**src/rtl/cnn_row_feeder.sv**
```systemverilog
// ROM row-address sequencer for the first CNN convolution stage: steps through
// IMAGES*ROWS addresses, holding each for DWELL cycles, with a latency-aligned valid strobe.
module cnn_row_feeder #(
   parameter int ADDR_W  = 9,
   parameter int ROWS    = 300,
   parameter int IMAGES  = 1,
   parameter int DWELL   = 26,
   parameter int ROM_LAT = 1,
   parameter int CONT    = 0,
   localparam int IMG_W  = (IMAGES > 1) ? $clog2(IMAGES) : 1
) (
   input  logic              clk,
   input  logic              rst_0,
   input  logic              start,
   input  logic              abort,
   input  logic              hold,
   output logic [ADDR_W-1:0] rom_addr,
   output logic              rom_rden,
   output logic              row_valid,
   output logic              row_first,
   output logic              row_last,
   output logic [IMG_W-1:0]  img_idx,
   output logic              busy,
   output logic              done
);

   localparam int CNT_W = (DWELL > 1) ? $clog2(DWELL) : 1;
   localparam int ROW_W = (ROWS > 1) ? $clog2(ROWS) : 1;

   localparam logic [CNT_W-1:0]  CNT_LAST  = CNT_W'(DWELL - 1);
   localparam logic [CNT_W-1:0]  CNT_LAT   = CNT_W'(ROM_LAT);
   localparam logic [ROW_W-1:0]  ROW_LAST  = ROW_W'(ROWS - 1);
   localparam logic [IMG_W-1:0]  IMG_LAST  = IMG_W'(IMAGES - 1);
   localparam logic [ADDR_W-1:0] ADDR_LAST = ADDR_W'(IMAGES * ROWS - 1);

   if (DWELL < ROM_LAT + 1) begin : g_bad_dwell
      $fatal(1, "cnn_row_feeder: DWELL must be at least ROM_LAT+1");
   end
   if ((longint'(IMAGES) * longint'(ROWS)) > (longint'(1) << ADDR_W)) begin : g_bad_addr_w
      $fatal(1, "cnn_row_feeder: IMAGES*ROWS does not fit in ADDR_W address bits");
   end

   typedef enum logic [1:0] {IDLE, RUN, DONE} state_t;

   state_t             state;
   logic [CNT_W-1:0]   cnt;
   logic [ROW_W-1:0]   row;
   logic [IMG_W-1:0]   img;

   logic               dwell_end;
   logic               row_end;
   logic               img_end;
   logic               run_end;
   logic [CNT_W-1:0]   cnt_nxt;
   logic [ROW_W-1:0]   row_nxt;
   logic [IMG_W-1:0]   img_nxt;
   logic [ADDR_W-1:0]  addr_nxt;
   logic               pulse_nxt;

   assign img_idx = img;

   // Position after one un-held RUN cycle; the end of the last image wraps everything to zero.
   always_comb begin
      dwell_end = (cnt == CNT_LAST);
      row_end   = (row == ROW_LAST);
      img_end   = (img == IMG_LAST);
      run_end   = dwell_end && row_end && img_end;
      cnt_nxt   = dwell_end ? '0 : cnt + 1'b1;
      row_nxt   = row;
      img_nxt   = img;
      addr_nxt  = rom_addr;
      if (run_end) begin
         row_nxt  = '0;
         img_nxt  = '0;
         addr_nxt = '0;
      end else if (dwell_end) begin
         addr_nxt = rom_addr + 1'b1;
         if (row_end) begin
            row_nxt = '0;
            img_nxt = img + 1'b1;
         end else begin
            row_nxt = row + 1'b1;
         end
      end
      pulse_nxt = (cnt_nxt == CNT_LAT);
   end

   // The strobe is registered one edge ahead so it is high exactly while cnt==ROM_LAT.
   always_ff @(posedge clk or negedge rst_0) begin
      if (!rst_0) begin
         state     <= IDLE;
         cnt       <= '0;
         row       <= '0;
         img       <= '0;
         rom_addr  <= '0;
         rom_rden  <= 1'b0;
         busy      <= 1'b0;
         done      <= 1'b0;
         row_valid <= 1'b0;
         row_first <= 1'b0;
         row_last  <= 1'b0;
      end else if (abort) begin
         state     <= IDLE;
         cnt       <= '0;
         row       <= '0;
         img       <= '0;
         rom_addr  <= '0;
         rom_rden  <= 1'b0;
         busy      <= 1'b0;
         done      <= 1'b0;
         row_valid <= 1'b0;
         row_first <= 1'b0;
         row_last  <= 1'b0;
      end else begin
         row_valid <= 1'b0;
         row_first <= 1'b0;
         row_last  <= 1'b0;
         case (state)
            IDLE, DONE: begin
               if (start) begin
                  state     <= RUN;
                  cnt       <= '0;
                  row       <= '0;
                  img       <= '0;
                  rom_addr  <= '0;
                  rom_rden  <= 1'b1;
                  busy      <= 1'b1;
                  done      <= 1'b0;
                  row_valid <= (ROM_LAT == 0);
                  row_first <= (ROM_LAT == 0);
                  row_last  <= (ROM_LAT == 0) && (ROWS == 1);
               end
            end
            RUN: begin
               done <= 1'b0;
               if (!hold) begin
                  if (run_end && (CONT == 0)) begin
                     state    <= DONE;
                     cnt      <= '0;
                     rom_rden <= 1'b0;
                     busy     <= 1'b0;
                     done     <= 1'b1;
                  end else begin
                     cnt       <= cnt_nxt;
                     row       <= row_nxt;
                     img       <= img_nxt;
                     rom_addr  <= addr_nxt;
                     done      <= run_end;
                     row_valid <= pulse_nxt;
                     row_first <= pulse_nxt && (row_nxt == '0);
                     row_last  <= pulse_nxt && (row_nxt == ROW_LAST);
                  end
               end
            end
            default: state <= IDLE;
         endcase
      end
   end

   a_qual_needs_valid: assert property (@(posedge clk) disable iff (!rst_0)
      (row_first || row_last) |-> row_valid);
   a_valid_needs_busy: assert property (@(posedge clk) disable iff (!rst_0)
      row_valid |-> busy);
   a_addr_in_range: assert property (@(posedge clk) disable iff (!rst_0)
      rom_addr <= ADDR_LAST);
   a_done_busy: assert property (@(posedge clk) disable iff (!rst_0)
      done |-> (busy == (CONT != 0)));

endmodule

```
**config.mk**
```make
export PLATFORM = sky130hd
export DESIGN_NAME = cnn_row_feeder
export DESIGN_NICKNAME = d
export VERILOG_FILES = /design/src/rtl/cnn_row_feeder.sv
export SDC_FILE = /design/constraint.sdc
export NUM_CORES = 1
export LEC_CHECK = 0
export ABC_AREA = 1
export CAP_MARGIN = 0
export CORE_UTILIZATION = 56
export DETAILED_ROUTE_END_ITERATION = 8
export GPL_TIMING_DRIVEN = 0
export PLACE_DENSITY_LB_ADDON = 0.1
export SLEW_MARGIN = 20
export SYNTH_ARGS = -nofsm -noshare
export SYNTH_HDL_FRONTEND = slang
export SYNTH_SLANG_ARGS = --single-unit
export TNS_END_PERCENT = 1
```
**constraint.sdc**
```tcl
create_clock -name clk -period 2 [get_ports clk]
set_clock_uncertainty 0.1 [all_clocks]
set_input_delay 0.3 -clock clk [delete_from_list [all_inputs] [get_ports clk]]
set_output_delay 0.3 -clock clk [all_outputs]
set_load 0.05 [all_outputs]
```
==> results.md <==
- F_max: 0.521 GHz
- Worst Setup SP: busy
- Hold Slack: slightly below 400 ps
- First-pass GRT wire length: between 7000 and 8000 µm
- Worst Tran Pin Value: 697 ps
- Total Nets Final: between 200 and 300
- Skew-Pair Late Insertion Delay: roughly 340 ps
- HP Class: register to register
- Final period util: 0.959
- Max-slew violation count: 0
- Post-DP HPWL: roughly 3100 µm
- Top Metal Used: met4
- DRC: 0
- Pleak: between 1 and 1.5 nW
- CTS tree: done
- Seq pwr share: 0.380
- RSZ-0062 raised after global routing: true
- Max cap viols: 0
- Syn Area/Cell: just over 8 µm²
- Hold Crit Start: done
- Die height: 62.2 µm
- PortBufs: 20
- Core area: around 3400 µm²
- Worst path cell trace: clkdlybuf4s50_1
- Clock Path Buffers: 2
- Crit-path leading delay family: buffers and inverters
- Final setup fails: 0
- Total grt overflow: 0
- Register area share after synthesis: 0.382
- Clock share of power: 0.287
- M1 WL: around 2100 µm
- Met2 wire length: between 2000 and 2500 µm
- Slowest cell on crit path: clkdlybuf4s50_1
- Setup crit start kind: register
- Largest net degree at the start of global routing: 32
- Initial DRC count: 112
- Placed Instances: 317
- Seq cells post-synth: 31
- Number of fill cells in the layout: approximately 290
- CTS Buf Count: 5
- Worst-path maximum fanout: 3
- I/O pin count: 21
- First drt pass iteration count: 4
- Synth unique cells: 35
- Status: completed
- Root buffer cell: clkbuf_4
- Commonest non-fill, non-tap cell in the layout: nand2_1
- Final Hold Fails: 0
- Synth Net Count: 260
- CP Class: register to output pin
- GPL Wtd Cong: approximately 0.86
- Area Growth Syn to Fin: 19.9%
- Power Internal: about 1.2 mW
- Die Width: just over 60 µm
- Register clock-pin slew on the reported worst setup and hold paths: around 100 ps
- Area leader, netlist: dfrtp_1
- GR Util All Layers: 0.241
- Mapped cell area: ~2000 µm²
- Crit path buffers/inverters: 1
- Starting Density: 0.594
- Via-to-Cell Ratio: approximately 5.3
- Top area cells in the synthesized netlist: dfrtp_1, nand2_1, inv_1
- Site Rows: 21
- Min cycle time layout: between 1500 and 2000 ps
- DR WL met3: around 170 µm
- Required @ worst endpoint: approximately 1600 ps
- Vias: approximately 1,800
- Synthesized instance count: around 250
- Final antenna-violating net count: 0
- DR WL/cell: 13.2 µm
- Reg2reg start: cnt[0]
- Switching share of power: 0.364
- Diode count: 0
- Most frequent cells in the layout: nand2_1, dfrtp_1, inv_1
- Pwr dens: about 750 nW/µm²
- Share of the synthesized area in the top cell type: 0.382
- Combinational share of power: 0.332
- Crit path DAT: about 1500 ps
- Non-filler cells, final: approximately 330
- CTS sink cnt: 31
- Slowest stage delay, CP: about 810 ps
- Synthesis Warnings: 0
- CP Capture Type: output pin
- Psw: 662 µW
- Routed WL: ~4400 µm
- Initial antenna violation count: 0
- Layout cells sized above 1: 0.208
- CTS H-tree depth: 2
- Vias in the first global route: 1,703
- Worst VDD drop: about 0.43 mV
- Die ar.: roughly 3900 µm²
- Slew headroom: 0.536
[stage by stage]
stage                     setup TNS [ps]  setup WS (ps)  area (µm²)   util  power [mW]
final                                  0           81.8        2430  0.712        1.82
after global routing               -42.7          -22.2        2430  0.712        1.92
after CTS                              0           2.38        2370  0.694        1.82
after detailed placement           -1390           -164        2280  0.668        1.30
after global placement             -4020           -169        2290  0.670        1.29
after floorplan                        0            166        2030      -        1.14
[cell usage after synthesis, drive strengths merged]
master,number
a211oi,1
a21oi,1
a31oi,1
buf,3
dfrtp,31
ha,4
inv,35
nand2,71
nand3,23
nand4,9
nor2,32
nor3,3
nor3b,1
o21ai,16
o21bai,1
o22ai,9
o32ai,2
or2,1
xor2,7
[metal layers]
layer  vias to the layer above  track usage
li1                        882            -
met2                        42        0.394
met4                         0       0.0901
met3                         5       0.0331
met5                         -            0
met1                       821        0.324
[logic make-up after synthesis]
| logic type | share of synthesized area |
|---|---|
| and+or+nand+nor | 0.374 |
| AOI/OAI and AO/OA | 0.0986 |
| DFF | 0.382 |
| xor gates and xnor gates | 0.0339 |
| adders and majority gates | 0.0247 |
| buffers and inverters | 0.0863 |
[area by class of cell]
type,count,area (µm²),share of cell area
Clock inverter,2,35.0,0.0144
Timing Repair Buffer,24,245,0.101
Inverter,35,136,0.0561
Clock buffer,6,51.3,0.0211
Buffer,3,42.5,0.0175
Multi-Input combinational cell,182,1090,0.448
Tap cell,46,57.6,0.0237
Sequential cell,31,776,0.319
[state kept, by name (all words and copies together) (netlist names)]
register,flops
cnt,5
busy,1
row_valid,1
done,1
rom_addr,9
row_last,1
state,2
img_idx,1
row,9
row_first,1
[worst paths after layout]
kind                                to  slack [ps]  cells past startpoint
max in group asynchronous    row_first         920                      2
hold / removal                    done         390                      2
setup / recovery                  busy          80                      1
setup reg to reg           rom_addr[1]         120                     11
hold reg to reg                   done         390                      2
min in group asynchronous       cnt[3]         420                      2
[timing repair]
item                                    4_1_cts  5_1_grt
endpoints found under the setup margin        7       17
resized for setup                             5        8
endpoints found under the hold margin        31        0
setup buffers                                 0        3
hold buffers                                  1        0
pin swaps                                     1        4
[power groups by stage]
stage,clock network [mW],registers [mW],logic (mW)
2_1_floorplan,0,0.761,0.381
3_3_place_gp,0,0.706,0.589
3_5_place_dp,0,0.707,0.590
4_1_cts,0.537,0.695,0.590
5_1_grt,0.564,0.696,0.657
6_report,0.522,0.691,0.603
Note: power is estimated with default switching activity, not from simulation.
